===== src/rtl/sync_debounce_if.sv =====
// sync_debounce_if: bundles the debouncer's data, control and status signals
//   master: drives data_in, glitch_clr; observes data_out, busy, glitch_cnt
//   slave : the debouncer side
interface sync_debounce_if #(parameter int GLITCH_W = 8);
   logic data_in, glitch_clr, data_out, busy;
   logic [GLITCH_W-1:0] glitch_cnt;
   modport master (output data_in, glitch_clr, input data_out, busy, glitch_cnt);
   modport slave  (input data_in, glitch_clr, output data_out, busy, glitch_cnt);
endinterface


===== src/rtl/sync_debounce.sv =====
// sync_debounce: synchronize an async level and pass a change only after N+1 stable samples
//   clk, rst_n  : clock, asynchronous active-low reset
//   bus (slave) : data_in (raw async level), glitch_clr (sync clear) in;
//                 data_out (debounced, registered), busy (qualifying), glitch_cnt (saturating) out
module sync_debounce #(
   parameter int SYNC_STAGES   = 2,
   parameter int STABLE_CYCLES = 16,
   parameter int GLITCH_W      = 8
) (
   input logic clk,
   input logic rst_n,
   sync_debounce_if.slave bus
);
   localparam int CW = STABLE_CYCLES > 1 ? $clog2(STABLE_CYCLES) : 1;
   localparam logic [CW-1:0] LAST = CW'(STABLE_CYCLES - 1);
   typedef enum logic [1:0] {S_LOW, CHK_H, S_HIGH, CHK_L} state_t;
   state_t state_q;
   logic [SYNC_STAGES-1:0] sync_q;
   logic [CW-1:0] cnt_q;
   logic [GLITCH_W-1:0] glitch_q, glitch_d;
   logic data_q, sync, glitch;
   assign sync = sync_q[SYNC_STAGES-1];
   // a check state seeing the old level again abandons the candidate
   assign glitch = (state_q == CHK_H && !sync) || (state_q == CHK_L && sync);
   // clear wins over a same-cycle glitch; count holds at all-ones
   assign glitch_d = bus.glitch_clr ? '0 : (glitch && !(&glitch_q)) ? glitch_q + GLITCH_W'(1) : glitch_q;
   assign bus.data_out = data_q;
   assign bus.busy = state_q == CHK_H || state_q == CHK_L;
   assign bus.glitch_cnt = glitch_q;
   always_ff @(posedge clk or negedge rst_n)
      if (!rst_n) begin
         sync_q <= '0;
         glitch_q <= '0;
      end else begin
         sync_q <= {sync_q[SYNC_STAGES-2:0], bus.data_in};
         glitch_q <= glitch_d;
      end
   always_ff @(posedge clk or negedge rst_n)
      if (!rst_n) begin
         state_q <= S_LOW;
         cnt_q <= '0;
         data_q <= 1'b0;
      end else
         case (state_q)
            S_LOW:
               if (sync) begin
                  state_q <= CHK_H;
                  cnt_q <= '0;
               end
            CHK_H:
               if (!sync) state_q <= S_LOW;
               else if (cnt_q == LAST) begin
                  state_q <= S_HIGH;
                  data_q <= 1'b1;
               end else cnt_q <= cnt_q + CW'(1);
            S_HIGH:
               if (!sync) begin
                  state_q <= CHK_L;
                  cnt_q <= '0;
               end
            CHK_L:
               if (sync) state_q <= S_HIGH;
               else if (cnt_q == LAST) begin
                  state_q <= S_LOW;
                  data_q <= 1'b0;
               end else cnt_q <= cnt_q + CW'(1);
            default: state_q <= S_LOW;
         endcase
endmodule


===== src/flat_wrapper.sv =====
// flat-port wrapper written by rule: the top's interface ports become plain ports
module sync_debounce_flat 
#(
   parameter int SYNC_STAGES   = 2,
   parameter int STABLE_CYCLES = 16,
   parameter int GLITCH_W      = 8
)
  (clk, rst_n, bus_data_in, bus_glitch_clr, bus_data_out, bus_busy, bus_glitch_cnt);
  sync_debounce_if #(.GLITCH_W(GLITCH_W)) bus_i ();
  input logic clk;
  input logic rst_n;
  input wire logic [$bits(bus_i.data_in)-1:0] bus_data_in;
  input wire logic [$bits(bus_i.glitch_clr)-1:0] bus_glitch_clr;
  output wire logic [$bits(bus_i.data_out)-1:0] bus_data_out;
  output wire logic [$bits(bus_i.busy)-1:0] bus_busy;
  output wire logic [$bits(bus_i.glitch_cnt)-1:0] bus_glitch_cnt;
  assign bus_i.data_in = bus_data_in;
  assign bus_i.glitch_clr = bus_glitch_clr;
  assign bus_data_out = bus_i.data_out;
  assign bus_busy = bus_i.busy;
  assign bus_glitch_cnt = bus_i.glitch_cnt;
  sync_debounce #(.SYNC_STAGES(SYNC_STAGES), .STABLE_CYCLES(STABLE_CYCLES), .GLITCH_W(GLITCH_W)) u_core (.clk(clk), .rst_n(rst_n), .bus(bus_i));
endmodule

===== config.mk =====
export PLATFORM = sky130hd
export DESIGN_NAME = sync_debounce_flat
export DESIGN_NICKNAME = d
export VERILOG_FILES = /design/src/rtl/sync_debounce_if.sv /design/src/rtl/sync_debounce.sv /design/src/flat_wrapper.sv
export SDC_FILE = /design/constraint.sdc
export NUM_CORES = 1
export LEC_CHECK = 0
export CAP_MARGIN = 15
export CORE_MARGIN = 2
export CORE_UTILIZATION = 44
export DETAILED_ROUTE_END_ITERATION = 6
export GPL_TIMING_DRIVEN = 0
export PLACE_DENSITY = 0.68
export RECOVER_POWER = 25
export SLEW_MARGIN = 40
export SYNTH_ARGS = -nofsm -noshare
export SYNTH_HDL_FRONTEND = slang
export SYNTH_SLANG_ARGS = --single-unit

===== constraint.sdc =====
create_clock -name clk -period 2.1 [get_ports clk]
set_input_delay 0.42 -clock clk [delete_from_list [all_inputs] [get_ports clk]]
set_output_delay 0.42 -clock clk [all_outputs]
set_load 0.05 [all_outputs]

==> results of run 1 <==
==> cells in the final DEF, fill, tap and decap left out, drive strengths merged <==
| cell | synthesis | final |
|---|---|---|
| and4 | 1 | 1 |
| o21ai | 6 | 6 |
| clkdlybuf4s50 | 0 | 9 |
| ha | 2 | 2 |
| dlygate4sd2 | 0 | 1 |
| mux2i | 2 | 2 |
| mux2 | 1 | 1 |
| and3 | 1 | 1 |
| clkbuf | 2 | 7 |
| o31ai | 3 | 3 |
| xnor2 | 1 | 1 |
| nor2 | 6 | 6 |
| o2111ai | 1 | 1 |
| buf | 3 | 3 |
| nand3b | 1 | 1 |
| or3 | 3 | 3 |
| a22o | 3 | 3 |
| dfrtp | 17 | 17 |
| a21oi | 7 | 7 |
| nand2 | 4 | 4 |
| nand4 | 1 | 1 |
| o211ai | 1 | 1 |
| nand3 | 5 | 5 |
| dlymetal6s2s | 0 | 1 |
| a31oi | 1 | 1 |
| or4 | 2 | 2 |
| xor2 | 2 | 2 |
| and2b | 1 | 1 |
==> cell families after synthesis <==
kind of cell,count (synthesis),synth area share
multiplexers,3,0.0376
flip-flops,17,0.511
buffers and inverters,5,0.0331
XOR/XNOR,3,0.0541
AO/OA/AOI/OAI,22,0.173
adder cells (fa/ha/maj),2,0.0301
AND/OR/NAND/NOR,25,0.161
==> layout make-up <==
type	count	area (µm²)
multi-input cells	55	379
clock buffers	4	26.3
well taps	25	31.3
flip-flops and latches	17	425
plain buffers	5	27.5
fillers	149	741
repair buffers	12	115
==> sequential cells by signal (all words and copies together), names as in the netlist, named ones only <==
| register | flops |
|---|---|
| u_core.bus.data_out | 1 |
| u_core.bus.glitch_cnt | 8 |
| u_core.cnt_q | 4 |
| u_core.state_q | 1 |
| u_core.sync_q | 2 |
==> through the flow <==
stage                util  setup WS, ns  std cells
detailed placement  0.563         0.251        114
CTS                 0.578        0.0368        118
global route        0.576        0.0354        118
floorplan               -         0.304         77
finish              0.576         0.107        118
global placement    0.563         0.285        114
==> timing repair <==
action | 4_1_cts | 5_1_grt
endpoints found under the hold margin | 0 | 0
endpoints found under the setup margin | 1 | 1
resized for setup | 1 | 1
==> how the worst min path moves through the flow <==
| stage | end | depth (start not counted) | startpoint |
|---|---|---|---|
| detailed placement | u_core.sync_q[1] | 0 | u_core.sync_q[0] |
| global route | u_core.bus.glitch_cnt[4] | 1 | rst_n |
| global placement | u_core.sync_q[1] | 0 | u_core.sync_q[0] |
| finish | u_core.bus.glitch_cnt[4] | 1 | rst_n |
| CTS | u_core.sync_q[1] | 0 | u_core.sync_q[0] |
| floorplan | asynchronous set/reset pin | 0 | rst_n |
==> routing by layer <==
metal	vias to the layer above	track usage	wire length, µm
li1	316	-	-
met1	285	0.231	730
met2	7	0.246	745
met3	0	0.0453	48
met4	0	0.0667	0
met5	-	0	0
==> power groups by stage <==
stage                     Combinational (mW)  Sequential [mW]  Clock (mW)
after floorplan                       0.0455            0.371           0
after global placement                0.0764            0.365           0
after detailed placement              0.0781            0.365           0
after CTS                             0.0779            0.359       0.181
after global routing                  0.0838            0.362       0.193
final                                 0.0756            0.359       0.170
==> run summary, run 1 <==
worst r2r path cells - 6
Clock Path Buffers - 2
Worst VDD drop - 0.394 mV
synth unique cells - 28
Gate Count Post-Synth - 77
Die W - 47.5 µm
Hold WC Path Type - input port to asynchronous set/reset pin
Hold Slack - 0.221 ns
drt initial violations - 10
H-tree lvl count - 1
Post-CTS Setup Inserts - 0
yosys synthesis warning count - 0
RSZ-0062 raised after global routing - no
period utilization - 0.949
critical path capture point - bus_glitch_cnt[3]
ys flop type - dfrtp_1
initial cell density of the core - 0.477
antenna violations before repair - 0
r2r endpoint - u_core.bus.glitch_cnt[4]
vias in the first global route - 591
Comb power frac - 0.125
post-route minimum period - 1.99 ns
CP Class - flip-flop to primary output
syn nets - 83
maxcap violations - 0
Final Hold Fails - 0
Power Dens Cells - 602 nW/µm²
area of the core - 1750 µm²
port bufs - 12
cts-stage hold buffer count - 0
drc violations - 0
Syn Area/Cell - 10.8 µm²
Async S/R FF share, synth - 1.00
Synth top area share - 0.511
Area growth syn-to-layout - 20.8%
Reg2Reg Setup Slack - 0.43 ns
sequential fraction of the synthesis area - 0.511
slowest stage delay, CP - 0.84 ns
Vias/cell - 5.15
P_int - 0.449 mW
R2R Path Start - u_core.bus.glitch_cnt[0]
fin. max-slew vios - 0
Pwr Total - 0.605 mW
register bit total from synthesis - 17
Post-DRT Antenna Nets - 0
routability-driven placement congestion ratio - 0.719
Slowest-stage cell, CP - clkdlybuf4s50_1
P_leak - 0.434 nW
Critical Path Stages - 1
CTS tree - yes
Rel. slew slack - 0.409
setup violators final - 0
Clock Skew - 0.00322 ns
WL/cell - 12.9 µm
Req. time, crit path - 1.68 ns
Num CTS Buffers - 3
Post-Synthesis Cell Area - 832 µm²
Worst Path Arrival - 1.57 ns
io pins - 14
EDFF count, synth - 0
drt pass-1 iters - 3
share of layout cells above drive strength 1 - 0.118
Net Sw Frac - 0.258
CP Max Fanout - 7
# nets final - 100
placement-stage cell area - 983 µm²
most frequent cell after synthesis - dfrtp_1
Fin Setup TNS - 0 ns
largest net degree at the start of global routing - 18
Yosys top cell by area - dfrtp_1
Die Y - 47.5 µm
worst-path cell chain - clkdlybuf4s50_1
design area - 1000 µm²
CTS clock-pin slew for the worst setup and hold paths - 0.09 ns
largest cells by area after synthesis - dfrtp_1 51%, a21oi_1 4.2%, o21ai_0 3.6%, xnor2_4 3.3%, ha_1 3.0%
# clock sinks - 17
Worst setup EP type - primary output
f_max - 502 MHz
power share of the clock group - 0.281
Net Sw Power - 0.156 mW
Total GRT Usage - 0.166
Least-Margin Pin Slew - 0.887 ns
Reg power frac - 0.593
total gr overflow - 0
Die ar. - 2250 µm²
root buf cell - clkbuf_4
Post-DP HPWL - 1090 µm
Rows - 15
cell family contributing the most delay on the critical path - buffers and inverters
worst skew pair latency - 0.28 ns
final wirelength - 1520 µm
CP bufs+invs - 1
status - completed
CP Launch Type - flip-flop
routed via count - 608
Diodes inserted - 0
critical path startpoint - u_core.bus.glitch_cnt[3]
first-pass GRT wire length - 2590 µm
Post-synth top cells - 17 x dfrtp_1, 7 x a21oi_1, 6 x nor2_1, 6 x o21ai_0, 5 x nand3_1
(Power assumes the default switching activity.)
==> run 2, diff against run 1 <==
--- a/config.mk
+++ b/config.mk
@@ -9,8 +9,8 @@
 export CORE_MARGIN = 2
 export CORE_UTILIZATION = 44
 export DETAILED_ROUTE_END_ITERATION = 6
+export DONT_BUFFER_PORTS = 1
 export GPL_TIMING_DRIVEN = 0
-export PLACE_DENSITY = 0.68
 export RECOVER_POWER = 25
 export SLEW_MARGIN = 40
 export SYNTH_ARGS = -nofsm -noshare
==> constraint.sdc (replaced) <==
create_clock -name clk -period 2.5 [get_ports clk]
set_input_delay 0.5 -clock clk [delete_from_list [all_inputs] [get_ports clk]]
set_output_delay 0.5 -clock clk [all_outputs]
set_load 0.05 [all_outputs]
==> run 2 against run 1 <==
Clock power decreased by 15%. Design area is 11% lower. Clock skew is 0.0024 ns higher. Largest power group unchanged. Largest cell class unchanged. Hold slack gained 0.0065 ns. Sequential share of layout area increased by 5.2 points. Global-route usage about the same.
==> run summary, run 2 (same netlist as run 1, synthesis figures left out) <==
status - completed
most common cell after layout, fill and taps aside - dfrtp_1
Post-CTS Setup Inserts - 0
Vias/cell - 5.46
CP Class - flip-flop to flip-flop
routed via count - 584
min-delay src - bus_data_in
largest net degree at the start of global routing - 18
final wirelength - 1490 µm
port bufs - 0
slowest stage delay, CP - 0.61 ns
# nets final - 89
CTS clock-pin slew for the worst setup and hold paths - 0.10 ns
CP bufs+invs - 1
Post-DP HPWL - 993 µm
Power Dens Cells - 563 nW/µm²
total gr overflow - 0
cell family contributing the most delay on the critical path - flip-flops
# fillers - 170
final core utilization - 0.513
drt initial violations - 7
Hold WC Path Type - input port to flip-flop
first-pass GRT wire length - 2500 µm
drt pass-1 iters - 4
Diodes inserted - 0
max reg flops - 8
Post-DRT Antenna Nets - 0
Worst Path Arrival - 2.14 ns
Critical Path Stages - 6
worst r2r path cells - 6
Reg2Reg Setup Slack - 0.57 ns
most frequent cells in the layout - 17 x dfrtp_1, 7 x a21oi_1, 6 x nor2_1, 6 x o21ai_0, 5 x nand3_1
worst-path cell chain - ha_1, nand3_1, o211ai_2, buf_6, or3_1, a21oi_1
# clock sinks - 17
post-route minimum period - 1.93 ns
R2R Path Start - u_core.bus.glitch_cnt[0]
Rows - 15
maxcap violations - 0
root buf cell - clkbuf_4
setup violators final - 0
Num CTS Buffers - 3
RSZ-0062 raised after global routing - no
r2r endpoint - u_core.bus.glitch_cnt[5]
Rel. slew slack - 0.376
Total GRT Usage - 0.166
routability-driven placement congestion ratio - 0.746
worst skew pair latency - 0.29 ns
WL/cell - 13.9 µm
critical path capture point - u_core.bus.glitch_cnt[5]
share of layout cells above drive strength 1 - 0.146
Die W - 47.5 µm
io pins - 14
CP Max Fanout - 10
Worst setup EP type - flip-flop
CP Launch Type - flip-flop
vias in the first global route - 562
Die ar. - 2250 µm²
fin. max-slew vios - 0
cts-stage hold buffer count - 1
CTS tree - yes
Die Y - 47.5 µm
H-tree lvl count - 1
Final Hold Fails - 0
post-CTS sizing - 0
Worst VDD drop - 0.286 mV
P_leak - 0.377 nW
hold depth - 0
area of the core - 1750 µm²
Fin Setup TNS - 0 ns
drc violations - 0
antenna violations before repair - 0
initial cell density of the core - 0.477
period utilization - 0.772
Area growth syn-to-layout - 7.52%
Clock Path Buffers - 2
Req. time, crit path - 2.71 ns
Slowest-stage cell, CP - dfrtp_1
Clock Skew - 0.00559 ns
critical path startpoint - u_core.bus.glitch_cnt[0]
f_max - 518 MHz
Least-Margin Pin Slew - 0.936 ns
-- run 2: cell types whose count changed in the layout (fill, tap and decap cells not counted), sizes merged --
cell / change
clkdlybuf4s50: -9
clkbuf: -1
clkinv: +1
dlygate4sd2: -1
dlymetal6s2s: -1
-- run 2: routing by layer --
metal  part of all wire  up-vias  global-route usage
li1                   -      295                   -
met1               0.51      279               0.229
met2               0.44        8               0.227
met3              0.029        2              0.0453
met4              0.014        0               0.111
met5                  0        -                   0
-- run 2: power by group --
part | leakage (nW) | switching, mW | internal, mW
clock network | 0.0177 | 0.0855 | 0.0594
registers | 0.222 | 0.0216 | 0.288
logic | 0.138 | 0.0277 | 0.0218
total | 0.377 | 0.135 | 0.369
-- run 2: per-stage QoR --
stage | total power, mW | setup slack [ns] | hold WS, ns | cells | instance area, µm²
2_1_floorplan | 0.350 | 0.704 | 0.204 | 77 | 832
3_3_place_gp | 0.357 | 0.598 | 0.205 | 102 | 863
3_5_place_dp | 0.359 | 0.600 | 0.205 | 102 | 863
4_1_cts | 0.514 | 0.571 | 0.214 | 107 | 901
5_1_grt | 0.532 | 0.425 | 0.203 | 107 | 895
6_report | 0.504 | 0.570 | 0.227 | 107 | 895
-- run 2: final cells by class --
| class | instances | area, µm² | area share |
|---|---|---|---|
| flip-flops and latches | 17 | 425 | 0.476 |
| plain buffers | 5 | 27.5 | 0.0308 |
| clock inverters | 1 | 5.00 | 0.00559 |
| repair buffers | 1 | 3.75 | 0.00420 |
| multi-input cells | 55 | 379 | 0.424 |
| clock buffers | 3 | 22.5 | 0.0252 |
| well taps | 25 | 31.3 | 0.0350 |
-- run 2: how the worst min path moves through the flow --
stage | slack (ns) | endpoint
finish | 0.23 | u_core.sync_q[0]
global route | 0.20 | u_core.sync_q[0]
CTS | 0.21 | u_core.sync_q[0]
detailed placement | 0.20 | u_core.bus.glitch_cnt[5]
global placement | 0.20 | u_core.bus.glitch_cnt[5]
floorplan | 0.20 | asynchronous set/reset pin
-- run 2: worst register-to-register path, stage by stage (launching register included) --
cell	delay (ns)
dfrtp_1	0.61
ha_1	0.37
nand3_1	0.12
o211ai_2	0.11
buf_6	0.16
or3_1	0.34
a21oi_1	0.14
==> run 3, diff against run 2 <==
==> constraint.sdc (replaced) <==
create_clock -name clk -period 1.7 [get_ports clk]
set_input_delay 0.34 -clock clk [delete_from_list [all_inputs] [get_ports clk]]
set_output_delay 0.34 -clock clk [all_outputs]
set_load 0.05 [all_outputs]
==> run 3 against run 2 <==
Sequential power up 48%. Register-to-register slack worse by 0.54 ns. Sequential share of layout area down 2.8 points. Critical path depth unchanged. Clock skew up 0.0044 ns. First-iteration DRC count up 29%. Global-route usage down 0.72 points. Clock power up 54%. Power up 52%. Fmax up 16%. Routed wire length up 9.1%.
==> run summary, run 3 (same netlist as run 1, synthesis figures left out) <==
post-route minimum period - 1.67 ns
drt initial violations - 9
routed via count - 632
root buf cell - clkbuf_4
Power Dens Cells - 782 nW/µm²
CP Class - flip-flop to flip-flop
routability-driven placement congestion ratio - 0.766
maxcap violations - 0
CTS tree - yes
Worst setup EP type - flip-flop
H-tree lvl count - 1
Worst VDD drop - 0.393 mV
vias in the first global route - 534
final wirelength - 1620 µm
largest net degree at the start of global routing - 18
Die ar. - 2250 µm²
worst r2r path cells - 6
P_leak - 0.395 nW
most common cell after layout, fill and taps aside - dfrtp_1
Post-DRT Antenna Nets - 0
CP Max Fanout - 5
WL/cell - 14.5 µm
# fillers - 168
# nets final - 94
status - completed
Diodes inserted - 0
f_max - 599 MHz
Die Y - 47.5 µm
# clock sinks - 17
Rel. slew slack - 0.394
Hold WC Path Type - input port to flip-flop
initial cell density of the core - 0.477
setup violators final - 0
io pins - 14
drt pass-1 iters - 4
Area growth syn-to-layout - 17.6%
Num CTS Buffers - 3
first-pass GRT wire length - 2370 µm
port bufs - 0
fin. max-slew vios - 0
period utilization - 0.981
Final Hold Fails - 0
area of the core - 1750 µm²
share of layout cells above drive strength 1 - 0.310
drc violations - 0
Total GRT Usage - 0.159
max reg flops - 8
Post-DP HPWL - 1020 µm
Least-Margin Pin Slew - 0.909 ns
most frequent cells in the layout - 9 x dfrtp_1, 7 x a21oi_1, 7 x dfrtp_2
worst skew pair latency - 0.30 ns
antenna violations before repair - 0
RSZ-0062 raised after global routing - yes
Req. time, crit path - 1.92 ns
CP Launch Type - flip-flop
CTS clock-pin slew for the worst setup and hold paths - 0.11 ns
Fin Setup TNS - 0 ns
Vias/cell - 5.64
Hold Slack - 0.0518 ns
Worst Path Arrival - 1.89 ns
total gr overflow - 0
Die W - 47.5 µm
Rows - 15
hold depth - 0
Clock Path Buffers - 2
Clock Skew - 0.00996 ns
[run 3: layer usage]
layer | track usage | share of wire
met1 | 0.207 | 0.46
met2 | 0.227 | 0.46
met3 | 0.0302 | 0.040
met4 | 0.133 | 0.032
met5 | 0 | 0
[run 3: final timing paths]
path | slack [ns] | from | end
max | 0.03 | u_core.bus.glitch_cnt[0] | u_core.bus.glitch_cnt[4]
min | 0.05 | bus_data_in | u_core.sync_q[0]
max reg2reg | 0.03 | u_core.bus.glitch_cnt[0] | u_core.bus.glitch_cnt[4]
min reg2reg | 0.37 | u_core.sync_q[0] | u_core.sync_q[1]
max in group asynchronous | 0.37 | rst_n | u_core.bus.glitch_cnt[0]
min in group asynchronous | 0.67 | rst_n | u_core.cnt_q[3]
[run 3: metrics by stage]
stage               worst slack [ns]  std cells  utilization  power (mW)  instance area (µm²)
detailed placement            -0.141        102        0.496       0.528                  866
global placement              -0.126        102        0.496       0.526                  866
CTS                          0.00102        109        0.538       0.764                  940
floorplan                     0.0215         77            -       0.515                  835
finish                        0.0318        112        0.561       0.765                  978
global route                 -0.0467        112        0.561       0.799                  978
[run 3: layout make-up]
| type | count | area, µm² | area share |
|---|---|---|---|
| sequential | 17 | 438 | 0.448 |
| multi-input combinational | 55 | 405 | 0.414 |
| timing repair buffer | 6 | 47.5 | 0.0486 |
| tap | 25 | 31.3 | 0.0320 |
| buffer | 5 | 28.8 | 0.0294 |
| clock buffer | 3 | 22.5 | 0.0230 |
| clock inverter | 1 | 5.00 | 0.00512 |
[run 3: what timing repair did]
| action | in CTS | in global routing |
|---|---|---|
| hold buffers | 1 | 1 |
| endpoints found under the setup margin | 7 | 8 |
| gates cloned | 1 | 0 |
| buffers inserted | 1 | 2 |
| hold endpoints to repair | 17 | 17 |
| pin swaps | 3 | 9 |
| gates resized for setup | 8 | 7 |
[run 3: critical path: stages, from the launching register on]
cell,delay (ns)
dfrtp_4,0.59
ha_4,0.20
nand3_2,0.08
o211ai_4,0.10
buf_6,0.15
or3_1,0.34
a21oi_1,0.13
[run 3: report_power, final]
part / internal [mW] / total, mW / switching (mW)
clock: 0.0878 / 0.224 / 0.137
sequential: 0.424 / 0.458 / 0.0332
combinational: 0.0397 / 0.0832 / 0.0434
